## config.mk

```make
export PLATFORM = sky130hd
export DESIGN_NAME = fwd_scoreboard
export DESIGN_NICKNAME = d
export VERILOG_FILES = /design/src/rtl/otter_pkg.sv /design/src/rtl/fwd_src_match.sv /design/src/rtl/fwd_scoreboard.sv
export SDC_FILE = /design/constraint.sdc
export NUM_CORES = 1
export LEC_CHECK = 0
export CAP_MARGIN = 20
export CORE_AREA = 8 8 64 66
export DETAILED_ROUTE_END_ITERATION = 8
export DIE_AREA = 0 0 72 74
export DONT_BUFFER_PORTS = 1
export PLACE_DENSITY = 0.77
export SYNTH_ARGS = -nofsm -noshare
export SYNTH_HDL_FRONTEND = slang
export SYNTH_HIERARCHICAL = 1
export SYNTH_SLANG_ARGS = --single-unit
```

## constraint.sdc

```tcl
create_clock -name CLK -period 3.6 [get_ports CLK]
set_input_delay 0.36 -clock CLK [delete_from_list [all_inputs] [get_ports CLK]]
set_output_delay 0.36 -clock CLK [all_outputs]
set_load 0.02 [all_outputs]
```

## src/rtl/otter_pkg.sv

```systemverilog
`default_nettype none
// ============================================================================
// Module   : otter_pkg
// Purpose  : Shared opcode encoding, register-usage decode helpers and
//            forwarding-select constants for the operand forwarding logic.
// Revision : 1.0 - initial release
// ============================================================================
package otter_pkg;

    // RV32I major opcodes seen at the issue stage
    typedef enum logic [6:0] {
        OPC_LUI    = 7'b0110111,
        OPC_AUIPC  = 7'b0010111,
        OPC_JAL    = 7'b1101111,
        OPC_JALR   = 7'b1100111,
        OPC_BRANCH = 7'b1100011,
        OPC_LOAD   = 7'b0000011,
        OPC_STORE  = 7'b0100011,
        OPC_OP_IMM = 7'b0010011,
        OPC_OP_RG3 = 7'b0110011,
        OPC_CSR    = 7'b1110011
    } opcode_t;

    // Select value 0 always means "read the register file"; k>0 means stage k
    localparam int C_SEL_RF = 0;

    // Instruction reads rs1
    function automatic logic uses_rs1(input logic [6:0] op);
        case (op)
            OPC_JALR, OPC_LOAD, OPC_OP_IMM, OPC_CSR,
            OPC_BRANCH, OPC_OP_RG3, OPC_STORE: uses_rs1 = 1'b1;
            default:                           uses_rs1 = 1'b0;
        endcase
    endfunction

    // Instruction reads rs2
    function automatic logic uses_rs2(input logic [6:0] op);
        case (op)
            OPC_BRANCH, OPC_OP_RG3, OPC_STORE: uses_rs2 = 1'b1;
            default:                           uses_rs2 = 1'b0;
        endcase
    endfunction

    // Instruction writes rd; stores, branches and unknown opcodes never do
    function automatic logic writes_rd(input logic [6:0] op);
        case (op)
            OPC_LUI, OPC_AUIPC, OPC_JAL, OPC_JALR,
            OPC_LOAD, OPC_OP_IMM, OPC_OP_RG3, OPC_CSR: writes_rd = 1'b1;
            default:                                  writes_rd = 1'b0;
        endcase
    endfunction

endpackage
`default_nettype wire

```

## src/rtl/fwd_src_match.sv

```systemverilog
`default_nettype none
// ============================================================================
// Module   : fwd_src_match
// Purpose  : Priority match of one source register against the scoreboard.
//            Youngest valid matching entry wins; a load that is still in a
//            non-forwardable stage raises a hazard instead of a select.
// Revision : 1.0 - initial release
// ============================================================================
module fwd_src_match
    import otter_pkg::*;
#(
    parameter int DEPTH    = 2,
    parameter int LOAD_LAT = 1,
    parameter int SW       = 2
)(
    input  logic                  i_used,
    input  logic [4:0]            i_addr,
    input  logic [DEPTH-1:0]      i_ent_valid,
    input  logic [DEPTH-1:0][4:0] i_ent_rd,
    input  logic [DEPTH-1:0]      i_ent_load,
    output logic [SW-1:0]         o_sel,
    output logic                  o_hazard
);

    logic w_found;

    // Scan from youngest (stage 1) to oldest; the first hit masks older ones
    always_comb begin
        o_sel    = SW'(C_SEL_RF);
        o_hazard = 1'b0;
        w_found  = 1'b0;
        for (int k = 1; k <= DEPTH; k++) begin
            if (!w_found && i_used && (i_addr != 5'd0) &&
                i_ent_valid[k-1] && (i_ent_rd[k-1] == i_addr)) begin
                w_found = 1'b1;
                if (i_ent_load[k-1] && (k <= LOAD_LAT)) begin
                    o_hazard = 1'b1;
                end else begin
                    o_sel = SW'(k);
                end
            end
        end
    end

endmodule
`default_nettype wire

```

## src/rtl/fwd_scoreboard.sv

```systemverilog
`default_nettype none
// ============================================================================
// Module   : fwd_scoreboard
// Purpose  : Destination-register scoreboard for post-EX stages producing
//            zero-latency forwarding selects, load-use stall and a
//            saturating stall-cycle counter.
// Revision : 1.0 - initial release
// ============================================================================
module fwd_scoreboard
    import otter_pkg::*;
#(
    parameter  int DEPTH    = 2,
    parameter  int LOAD_LAT = 1,
    parameter  int CNT_W    = 16,
    localparam int SW       = $clog2(DEPTH + 1)
)(
    input  logic             CLK,
    input  logic             RST,
    input  logic             freeze,
    input  logic             flush,
    input  logic             id_valid,
    input  logic [6:0]       id_opcode,
    input  logic [4:0]       id_rs1,
    input  logic [4:0]       id_rs2,
    input  logic [4:0]       id_rd,
    output logic [SW-1:0]    fwd_a,
    output logic [SW-1:0]    fwd_b,
    output logic [SW-1:0]    fwd_store,
    output logic             stall,
    output logic [CNT_W-1:0] stall_cnt
);

    // Index 0 holds stage 1 (EX/MEM), index DEPTH-1 the oldest tracked stage
    logic [DEPTH-1:0]      r_ent_valid;
    logic [DEPTH-1:0][4:0] r_ent_rd;
    logic [DEPTH-1:0]      r_ent_load;
    logic [CNT_W-1:0]      r_stall_cnt;

    logic [SW-1:0] w_sel_a;
    logic [SW-1:0] w_sel_b;
    logic          w_haz_a;
    logic          w_haz_b;
    logic          w_stall;
    logic          w_gate;
    logic          w_is_store;
    logic          w_enter;

    fwd_src_match #(.DEPTH(DEPTH), .LOAD_LAT(LOAD_LAT), .SW(SW)) u_match_rs1 (
        .i_used      (uses_rs1(id_opcode)),
        .i_addr      (id_rs1),
        .i_ent_valid (r_ent_valid),
        .i_ent_rd    (r_ent_rd),
        .i_ent_load  (r_ent_load),
        .o_sel       (w_sel_a),
        .o_hazard    (w_haz_a)
    );

    fwd_src_match #(.DEPTH(DEPTH), .LOAD_LAT(LOAD_LAT), .SW(SW)) u_match_rs2 (
        .i_used      (uses_rs2(id_opcode)),
        .i_addr      (id_rs2),
        .i_ent_valid (r_ent_valid),
        .i_ent_rd    (r_ent_rd),
        .i_ent_load  (r_ent_load),
        .o_sel       (w_sel_b),
        .o_hazard    (w_haz_b)
    );

    // Flush kills the instruction, so it can never stall
    assign w_stall    = id_valid & ~flush & (w_haz_a | w_haz_b);
    assign w_gate     = id_valid & ~w_stall;
    assign w_is_store = (id_opcode == OPC_STORE);
    assign w_enter    = id_valid & ~flush & ~w_stall & writes_rd(id_opcode) & (id_rd != 5'd0);

    // Selects are forced to the register file while stalled or idle
    always_comb begin
        fwd_a     = w_gate ? w_sel_a : SW'(C_SEL_RF);
        fwd_b     = SW'(C_SEL_RF);
        fwd_store = SW'(C_SEL_RF);
        if (w_gate) begin
            if (w_is_store) fwd_store = w_sel_b;
            else            fwd_b     = w_sel_b;
        end
    end

    assign stall     = w_stall;
    assign stall_cnt = r_stall_cnt;

    // Advance the scoreboard one stage per unfrozen cycle and count stalls
    always_ff @(posedge CLK) begin
        if (RST) begin
            r_ent_valid <= '0;
            r_ent_rd    <= '0;
            r_ent_load  <= '0;
            r_stall_cnt <= '0;
        end else if (!freeze) begin
            for (int k = DEPTH - 1; k >= 1; k--) begin
                r_ent_valid[k] <= r_ent_valid[k-1];
                r_ent_rd[k]    <= r_ent_rd[k-1];
                r_ent_load[k]  <= r_ent_load[k-1];
            end
            r_ent_valid[0] <= w_enter;
            r_ent_rd[0]    <= w_enter ? id_rd : 5'd0;
            r_ent_load[0]  <= w_enter & (id_opcode == OPC_LOAD);
            if (w_stall && (r_stall_cnt != {CNT_W{1'b1}})) begin
                r_stall_cnt <= r_stall_cnt + CNT_W'(1);
            end
        end
    end

endmodule
`default_nettype wire

```

; ---- Word-level counts from Yosys, hierarchy flattened
; Index checks and enable logic that the tools add are counted.
[op_classes]
muxes = 19
magnitude_cmp = 0
eq_ne = 15
add_sub_neg = 1
div = 0
n_reduce_logical = 24
multipliers = 0
bitwise = 11
shifts = 0
[ops]
columns = operator, count
row1 = "== test 7 bit, second input constant", 4
row2 = "== test 7 x 6 -> 1 bit, second input constant", 3
row3 = == test 5 bit, 4
row4 = "adder 16 x 1 -> 16 bit, second input constant", 1
row5 = two-way mux 2 bit, 8
row6 = "inequality test 16 bit, second input constant", 1
row7 = logical AND 1 bit, 15
row8 = nonzero test 5 bit, 3
row9 = "== test 7 x 5 -> 1 bit, second input constant", 2
row10 = two-way mux 1 bit, 10
row11 = OR reduction 8 bit, 1
row12 = bitwise AND 1 bit, 7
row13 = "== test 7 x 2 -> 1 bit, second input constant", 1
row14 = OR reduction 7 bit, 1
row15 = two-way mux 5 bit, 1
row16 = NOT 1 bit, 3
row17 = OR reduction 3 bit, 1
row18 = zero test 1 bit, 2
row19 = AND reduction 2 bit, 1
row20 = bitwise OR 1 bit, 1
[word_totals]
latchBits = 0
n_memories = 0
output_inout_bits = 23
romBits = 0
regBits = 29
word_cells = 75
ram_bits = 0

; ---- Depth between registers and ports, before layout
; Gate-level depths: netlist of the first run.
[logic_depth]
depth_word = 15
depth_mapped = 11

; ---- Modules after synthesis
; Netlist of the first run, hierarchy kept.
[by_module_without_submodules]
columns = mod, area_per_inst_um2, cells_each, n_inst, seq_area_each_um2
row1 = fwd_scoreboard, 1426.4, 163, 1, 600.6
row2 = fwd_src_match, 168.9, 20, 2, 0.0

; ---- Worst setup path after synthesis of the first run
; OpenSTA, ideal clock, no wires.
[synth_timing]
kind = input to register
from = input port id_opcode[3]
to = register r_stall_cnt[9], in the netlist stall_cnt[9]
path_slack_ps = 945
setup_time_ps = 125
required_time_ps = 3475
stages = 9
arrival_time_ps = 2530
cell_sequence = nand3b_1 > a2111oi_0 > o21ai_4 > nor3_2 > and2_1 > o21ai_0 > or4_4 > xor2_1 > nor2_1
[synth_between]
elab_chain_cells = 11
[synth_lines]
columns = element, line_no
row1 = start: declaration, fwd_scoreboard.sv:22  ; input logic [6:0] id_opcode,
row2 = == test 7 x 6 -> 1 bit / == test 7 bit (equally long branches), otter_pkg.sv:38  ; case (op)
row3 = OR reduction 3 bit *, otter_pkg.sv:38
row4 = two-way mux 1 bit *, otter_pkg.sv:38
row5 = logical AND 1 bit * (2 in series), fwd_src_match.sv:33  ; if (!w_found && i_used && (i_addr != 5'd0) &&
row6 = logical AND 1 bit *, fwd_src_match.sv:34  ; i_ent_valid[k-1] && (i_ent_rd[k-1] == i_addr)) begin
row7 = two-way mux 1 bit *, fwd_src_match.sv:33
row8 = named net w_haz_b, fwd_scoreboard.sv:42  ; logic w_haz_b;
row9 = bitwise OR 1 bit *, fwd_scoreboard.sv:69  ; assign w_stall = id_valid & ~flush & (w_haz_a | w_haz_b);
row10 = bitwise AND 1 bit *, fwd_scoreboard.sv:69
row11 = logical AND 1 bit *, fwd_scoreboard.sv:104  ; if (w_stall && (r_stall_cnt != {CNT_W{1'b1}})) begin
row12 = AND reduction 2 bit (no source line) *, --
row13 = end signal: assignment, fwd_scoreboard.sv:105  ; r_stall_cnt <= r_stall_cnt + CNT_W'(1);
row14 = end: declaration, fwd_scoreboard.sv:37  ; logic [CNT_W-1:0] r_stall_cnt;
; Mark *: on every way through the listed nets, which the timed path passes. The rest lies on a longest branch.
; A chain may end at the register's enable or synchronous reset.

; ---- Final worst setup path of the first run
[layout_timing]
from = input port id_opcode[3]
to = output port fwd_a[0]
[layout_rtl]
columns = element, line_no
row1 = == test 7 x 6 -> 1 bit / == test 7 bit (equally long branches), otter_pkg.sv:38
row2 = OR reduction 3 bit *, otter_pkg.sv:38
row3 = two-way mux 1 bit *, otter_pkg.sv:38
row4 = logical AND 1 bit * (2 in series), fwd_src_match.sv:33
row5 = logical AND 1 bit *, fwd_src_match.sv:34
row6 = two-way mux 1 bit *, fwd_src_match.sv:33
row7 = named net w_haz_b, fwd_scoreboard.sv:42
row8 = bitwise OR 1 bit *, fwd_scoreboard.sv:69
row9 = bitwise AND 1 bit *, fwd_scoreboard.sv:69
row10 = NOT 1 bit *, fwd_scoreboard.sv:70  ; assign w_gate = id_valid & ~w_stall;
row11 = bitwise AND 1 bit *, fwd_scoreboard.sv:70
row12 = two-way mux 2 bit *, fwd_scoreboard.sv:76  ; fwd_a = w_gate ? w_sel_a : SW'(C_SEL_RF);
row13 = end: declaration, fwd_scoreboard.sv:26  ; output logic [SW-1:0] fwd_a,
; Marked as above.

==> impl_metrics.env, run 1 <==
export IMPL_root_buffer="clkbuf_4"
export IMPL_grt_overflow_total=0
export IMPL_multi_input_area_mm2=0.00112
export IMPL_reg2regPathDepth=9
export IMPL_grt_antenna_before_repair=0
export IMPL_layout_setup_ws_ns=0.846
export IMPL_port_buffer_count=0
export IMPL_area_delta_synth_final_pct=7.95
export IMPL_ant_nets=0
export IMPL_place_gp_congestion=0.850
export IMPL_drive_gt1_share_pct=10.7
export IMPL_top_usage_layer="met2"
export IMPL_fin_nets=232
export IMPL_maxCapViolations=0
export IMPL_start_kind="input pin"
export IMPL_cts_post_setup_buffers_inserted=0
export IMPL_num_rows=21
export IMPL_grt_pass1_vias=1492
export IMPL_r2r_end="stall_cnt[9]"
export IMPL_required_ns=3.24
export IMPL_synthCells=200
export IMPL_period_needed_ns=2.75
export IMPL_cts_tree="yes"
export IMPL_final_util_pct=58.8
export IMPL_cts_buffers=5
export IMPL_cp_end_kind="output port"
export IMPL_drv_slew=0
export IMPL_drtIter0Drc=82
export IMPL_regToRegSetupSlack_ns=1.32
export IMPL_num_vias=1474
export IMPL_critical_path_class="input pin to output port"
export IMPL_diodes=0
export IMPL_r2r_start="r_ent_rd[1]"
export IMPL_drt_pass1_iterations=4
export IMPL_drc=0
export IMPL_tightest_slew_ns=0.826
export IMPL_cts_sinks=29
export IMPL_die_w_um=72
export IMPL_setup_viol=0
export IMPL_place_ws_ns=0.615
export IMPL_start_util_pct=54.4
export IMPL_finalCritPeriodShare_pct=76.5
export IMPL_fin_skew_ns=0.0145
export IMPL_cts_resized=0
export IMPL_clk_latency_ns=0.33
export IMPL_fillCellCount=290
export IMPL_wl_per_cell_um=16.4
export IMPL_pin_count=50
export IMPL_grtUsageTotal_pct=16.6
export IMPL_grt_use_met2_pct=28.1
export IMPL_cts_buffer_depth=2
export IMPL_hpwl_um=3140
export IMPL_worst_hold_slack_ns=0.0822
export IMPL_clk_pin_slew_ns=0.10
export IMPL_hold_violations=0
export IMPL_syn_area_mm2=0.00173
export IMPL_power_density_mw_per_mm2=338
export IMPL_die_height_um=74
export IMPL_max_freq_ghz=0.363
export IMPL_slew_headroom_pct=43.5
export IMPL_gr_usage_met1_pct=18.0
export IMPL_synth_warning_count=6
export IMPL_grt_max_degree=27
export IMPL_cp_startpoint="id_opcode[3]"
export IMPL_holdCritPathClass="input pin to flip-flop"
export IMPL_crit_arrival_ns=2.39
export IMPL_status="finished, final reports clean"
export IMPL_vdd_drop_max_mv=0.231
export IMPL_cp_endpoint="fwd_a[0]"
export IMPL_tns_ns=0
export IMPL_p_total_uw=632
export IMPL_wl_um=4100
export IMPL_cts_hold_buffers=0
export IMPL_regArea_um2=581
export IMPL_avgSynthCellArea_um2=8.65
export IMPL_grt_pass1_wl_um=7020
export IMPL_post_drt_via_cell_ratio=5.87
export IMPL_rsz0062_at_grt="no"
export IMPL_syn_nets=228
export IMPL_use_met3_pct=7.41
export IMPL_crit_fanout=4
export IMPL_die_area_mm2=0.00533
export IMPL_core_mm2=0.00318
export IMPL_cts_htree_levels=2
export IMPL_p_leak_nw=0.596
layer usage:
layer	vias up	routed length, um
met5	-	0
met4	0	36
met3	4	386
met2	48	1960
met1	690	1720
li1	732	-
cells in the final DEF (no fill, tap or decap), types with 2 or more instances in the layout:
cell type,n
a32oi_1,2
nand2_1,12
a22o_1,4
nor3_1,6
nand4b_1,2
a21oi_1,4
mux2i_1,7
nand4_1,6
inv_1,3
and2_1,4
nor3b_1,2
nor4_1,11
clkbuf_4,5
nor2_1,32
xnor2_1,20
nor3_2,4
and4_1,2
o21ai_4,2
buf_4,2
dfxtp_1,29
xor2_1,12
nand3_1,9
or4_4,3
o21ai_0,2
nor2b_1,4
state kept, by name, summed over array words and instances (netlist names):
signal	count
r_ent_load	1
r_ent_rd	10
r_ent_valid	2
stall_cnt	16
per-stage QoR:
step / instances / cell area (um2)
6_report: 251 / 1870
5_1_grt: 251 / 1870
4_1_cts: 251 / 1870
3_5_place_dp: 243 / 1780
3_3_place_gp: 243 / 1780
2_1_floorplan: 200 / 1730
where the power goes:
part / internal [mW] / switching [mW]
Combinational: 0.0158 / 0.0119
Sequential: 0.321 / 0.000450
Clock: 0.166 / 0.117
layout make-up:
| class | count | area share, % |
|---|---|---|
| clock buffer | 7 | 2.95 |
| clock inverter | 1 | 1.61 |
| inverter | 3 | 0.603 |
| multi-input combinational | 163 | 59.9 |
| sequential | 29 | 31.1 |
| tap | 46 | 3.08 |
| timing repair buffer | 2 | 0.804 |
worst min path at each step:
stage                        start            end  slack (ns)  depth (start not counted)
after floorplan           id_rd[0]    r_ent_rd[0]        0.49                          1
after global placement         RST   stall_cnt[1]        0.43                          1
after detailed placement       RST   stall_cnt[1]        0.43                          1
after CTS                      RST   stall_cnt[7]        0.08                          1
after global routing           RST   stall_cnt[4]        0.05                          1
final                          RST  stall_cnt[14]        0.08                          1
worst max-delay path, cell delays in order:
cell	delay (ns)
nand3b_1	0.17
a2111oi_0	0.76
o21ai_4	0.15
nor3_2	0.26
and2_1	0.17
nor2_1	0.08
o21a_1	0.21
and2_1	0.24
(Power assumes the default switching activity.)
==> inputs of run 2 (changes only) <==
--- a/config.mk
+++ b/config.mk
@@ -5,12 +5,13 @@
 export SDC_FILE = /design/constraint.sdc
 export NUM_CORES = 1
 export LEC_CHECK = 0
+export ABC_AREA = 1
 export CAP_MARGIN = 20
-export CORE_AREA = 8 8 64 66
+export CORE_AREA = 8 8 71 73
 export DETAILED_ROUTE_END_ITERATION = 8
-export DIE_AREA = 0 0 72 74
+export DIE_AREA = 0 0 79 81
 export DONT_BUFFER_PORTS = 1
-export PLACE_DENSITY = 0.77
+export PLACE_DENSITY = 0.78
 export SYNTH_ARGS = -nofsm -noshare
 export SYNTH_HDL_FRONTEND = slang
 export SYNTH_HIERARCHICAL = 1
==> constraint.sdc (replaced) <==
create_clock -name CLK -period 2.5 [get_ports CLK]
set_input_delay 0.25 -clock CLK [delete_from_list [all_inputs] [get_ports CLK]]
set_output_delay 0.25 -clock CLK [all_outputs]
set_load 0.02 [all_outputs]
==> impl_metrics.env, run 2 <==
export IMPL_post_drt_via_cell_ratio=4.93
export IMPL_die_area_mm2=0.00640
export IMPL_die_height_um=81
export IMPL_core_mm2=0.00391
export IMPL_final_cell_mix="nand2_1, inv_1, nor2_1"
export IMPL_maxCapViolations=0
export IMPL_setup_viol=0
export IMPL_vdd_drop_max_mv=0.271
export IMPL_syn_nets=396
export IMPL_cp_end_kind="output port"
export IMPL_synth_warning_count=6
export IMPL_grt_pass1_wl_um=8730
export IMPL_crit_fanout=6
export IMPL_final_common_cell="nand2_1"
export IMPL_holdCritPathClass="input pin to flip-flop"
export IMPL_status="finished, final reports clean"
export IMPL_start_util_pct=54.7
export IMPL_tightest_slew_ns=0.393
export IMPL_ant_nets=0
export IMPL_cts_sinks=29
export IMPL_drt_pass1_iterations=4
export IMPL_area_delta_synth_final_pct=6.73
export IMPL_final_util_pct=58.3
export IMPL_critical_path_class="flip-flop to output port"
export IMPL_wl_um=5130
export IMPL_cts_htree_levels=2
export IMPL_start_kind="flip-flop"
export IMPL_power_density_mw_per_mm2=398
export IMPL_finalCritPeriodShare_pct=88.0
export IMPL_grt_pass1_vias=1963
export IMPL_p_leak_nw=0.968
export IMPL_wl_per_cell_um=12.1
export IMPL_hpwl_um=4150
export IMPL_fin_nets=402
export IMPL_pin_count=50
export IMPL_grtUsageTotal_pct=16.6
export IMPL_synthCells=368
export IMPL_root_buffer="clkbuf_8"
export IMPL_cts_tree="yes"
export IMPL_path_cells="inv_1 > nand2_1 > nand2_1 > nor2_2 > nand3_2 > nor3_1 > inv_1 > nand2_1 > nand3_1 > nand2_2 > nor3_1 > buf_4"
export IMPL_clk_latency_ns=0.28
export IMPL_regToRegSetupSlack_ns=0.39
export IMPL_drive_gt1_share_pct=10.4
export IMPL_period_needed_ns=2.20
export IMPL_cts_buffer_depth=2
export IMPL_drtIter0Drc=99
export IMPL_crit_slowest_cell="dfxtp_1"
export IMPL_tns_ns=0
export IMPL_avgSynthCellArea_um2=5.81
export IMPL_cpMostUsedCell="nand2_1"
export IMPL_required_ns=2.25
export IMPL_diodes=0
export IMPL_die_w_um=79
export IMPL_crit_family="simple AND/OR/NAND/NOR gates"
export IMPL_hold_violations=0
export IMPL_cts_buffers=5
export IMPL_grt_max_degree=21
export IMPL_syn_area_mm2=0.00214
export IMPL_num_rows=23
export IMPL_crit_buf_inv=3
export IMPL_grt_antenna_before_repair=0
export IMPL_clk_pin_slew_ns=0.06
export IMPL_slew_headroom_pct=73.7
export IMPL_max_freq_ghz=0.455
export IMPL_grt_overflow_total=0
export IMPL_cpPeakStageDelay_ns=0.42
export IMPL_drv_slew=0
export IMPL_drc=0
export IMPL_place_gp_congestion=0.868
export IMPL_crit_arrival_ns=1.95
export IMPL_rsz0062_at_grt="no"
export IMPL_num_vias=2095
export IMPL_fin_skew_ns=0.00627
export IMPL_port_buffer_count=0
export IMPL_largest_reg_flops=16
export IMPL_cts_post_setup_buffers_inserted=0
## run 2: worst reg2reg max path, stage by stage, from the launching register on
cell and delay, ns:
dfxtp_1 0.42, inv_1 0.06, nand2_1 0.07, nand2_1 0.06, nor2_2 0.10, nand3_2 0.11
nor3_1 0.15, inv_1 0.05, nand2_1 0.08, nand3_1 0.17, nor2_4 0.21, nand2_4 0.14
inv_2 0.21, nand2_1 0.11, a21oi_2 0.11
## run 2: layer usage
layer  share of wire [%]  track usage, %  wire length, um  vias up
li1                    -               -                -     1143
met1                  43            18.2             2200      897
met2                  48            29.3             2480       49
met3                 8.1            6.51              414        6
met4                0.78            4.07               40        0
met5                   0               0                0        -
## run 2: timing repair
action / CTS / global route
hold buffers: 0 / 0
endpoints found under the hold margin: 0 / 0
resized for setup: 0 / 1
endpoints found under the setup margin: 0 / 4
## run 2: final cells by class
| class | instances | area (um2) |
|---|---|---|
| Sequential cell | 29 | 581 |
| Clock buffer | 6 | 72.6 |
| Multi-Input combinational cell | 270 | 1280 |
| Fill cell | 409 | 1630 |
| Timing Repair Buffer | 5 | 37.5 |
| Inverter | 63 | 236 |
| Tap cell | 50 | 62.6 |
| Clock inverter | 2 | 10.0 |
## run 2: per-stage QoR
| step | total power [mW] | instance area (um2) | std cells | hold slack [ns] | worst slack, ns |
|---|---|---|---|---|---|
| CTS | 0.915 | 2280 | 425 | 0.0216 | 0.240 |
| floorplan | 0.549 | 2140 | 368 | 0.411 | 0.590 |
| detailed placement | 0.555 | 2200 | 417 | 0.319 | 0.309 |
| global route | 0.950 | 2280 | 425 | 0.0178 | 0.0292 |
| global placement | 0.553 | 2200 | 417 | 0.317 | 0.418 |
| finish | 0.908 | 2280 | 425 | 0.0315 | 0.300 |
## run 2: worst paths after layout
kind,start,endpoint,cells after the start
min,RST,stall_cnt[14],1
max reg2reg,r_ent_rd[2],stall_cnt[15],14
max,r_ent_rd[2],fwd_b[0],12
min reg2reg,r_ent_valid[0],r_ent_valid[0],2
## run 2: power breakdown
part           internal, mW  switching, mW  total [mW]
Clock                 0.192          0.171       0.363
Combinational        0.0281         0.0423      0.0704
Sequential            0.468        0.00635       0.475
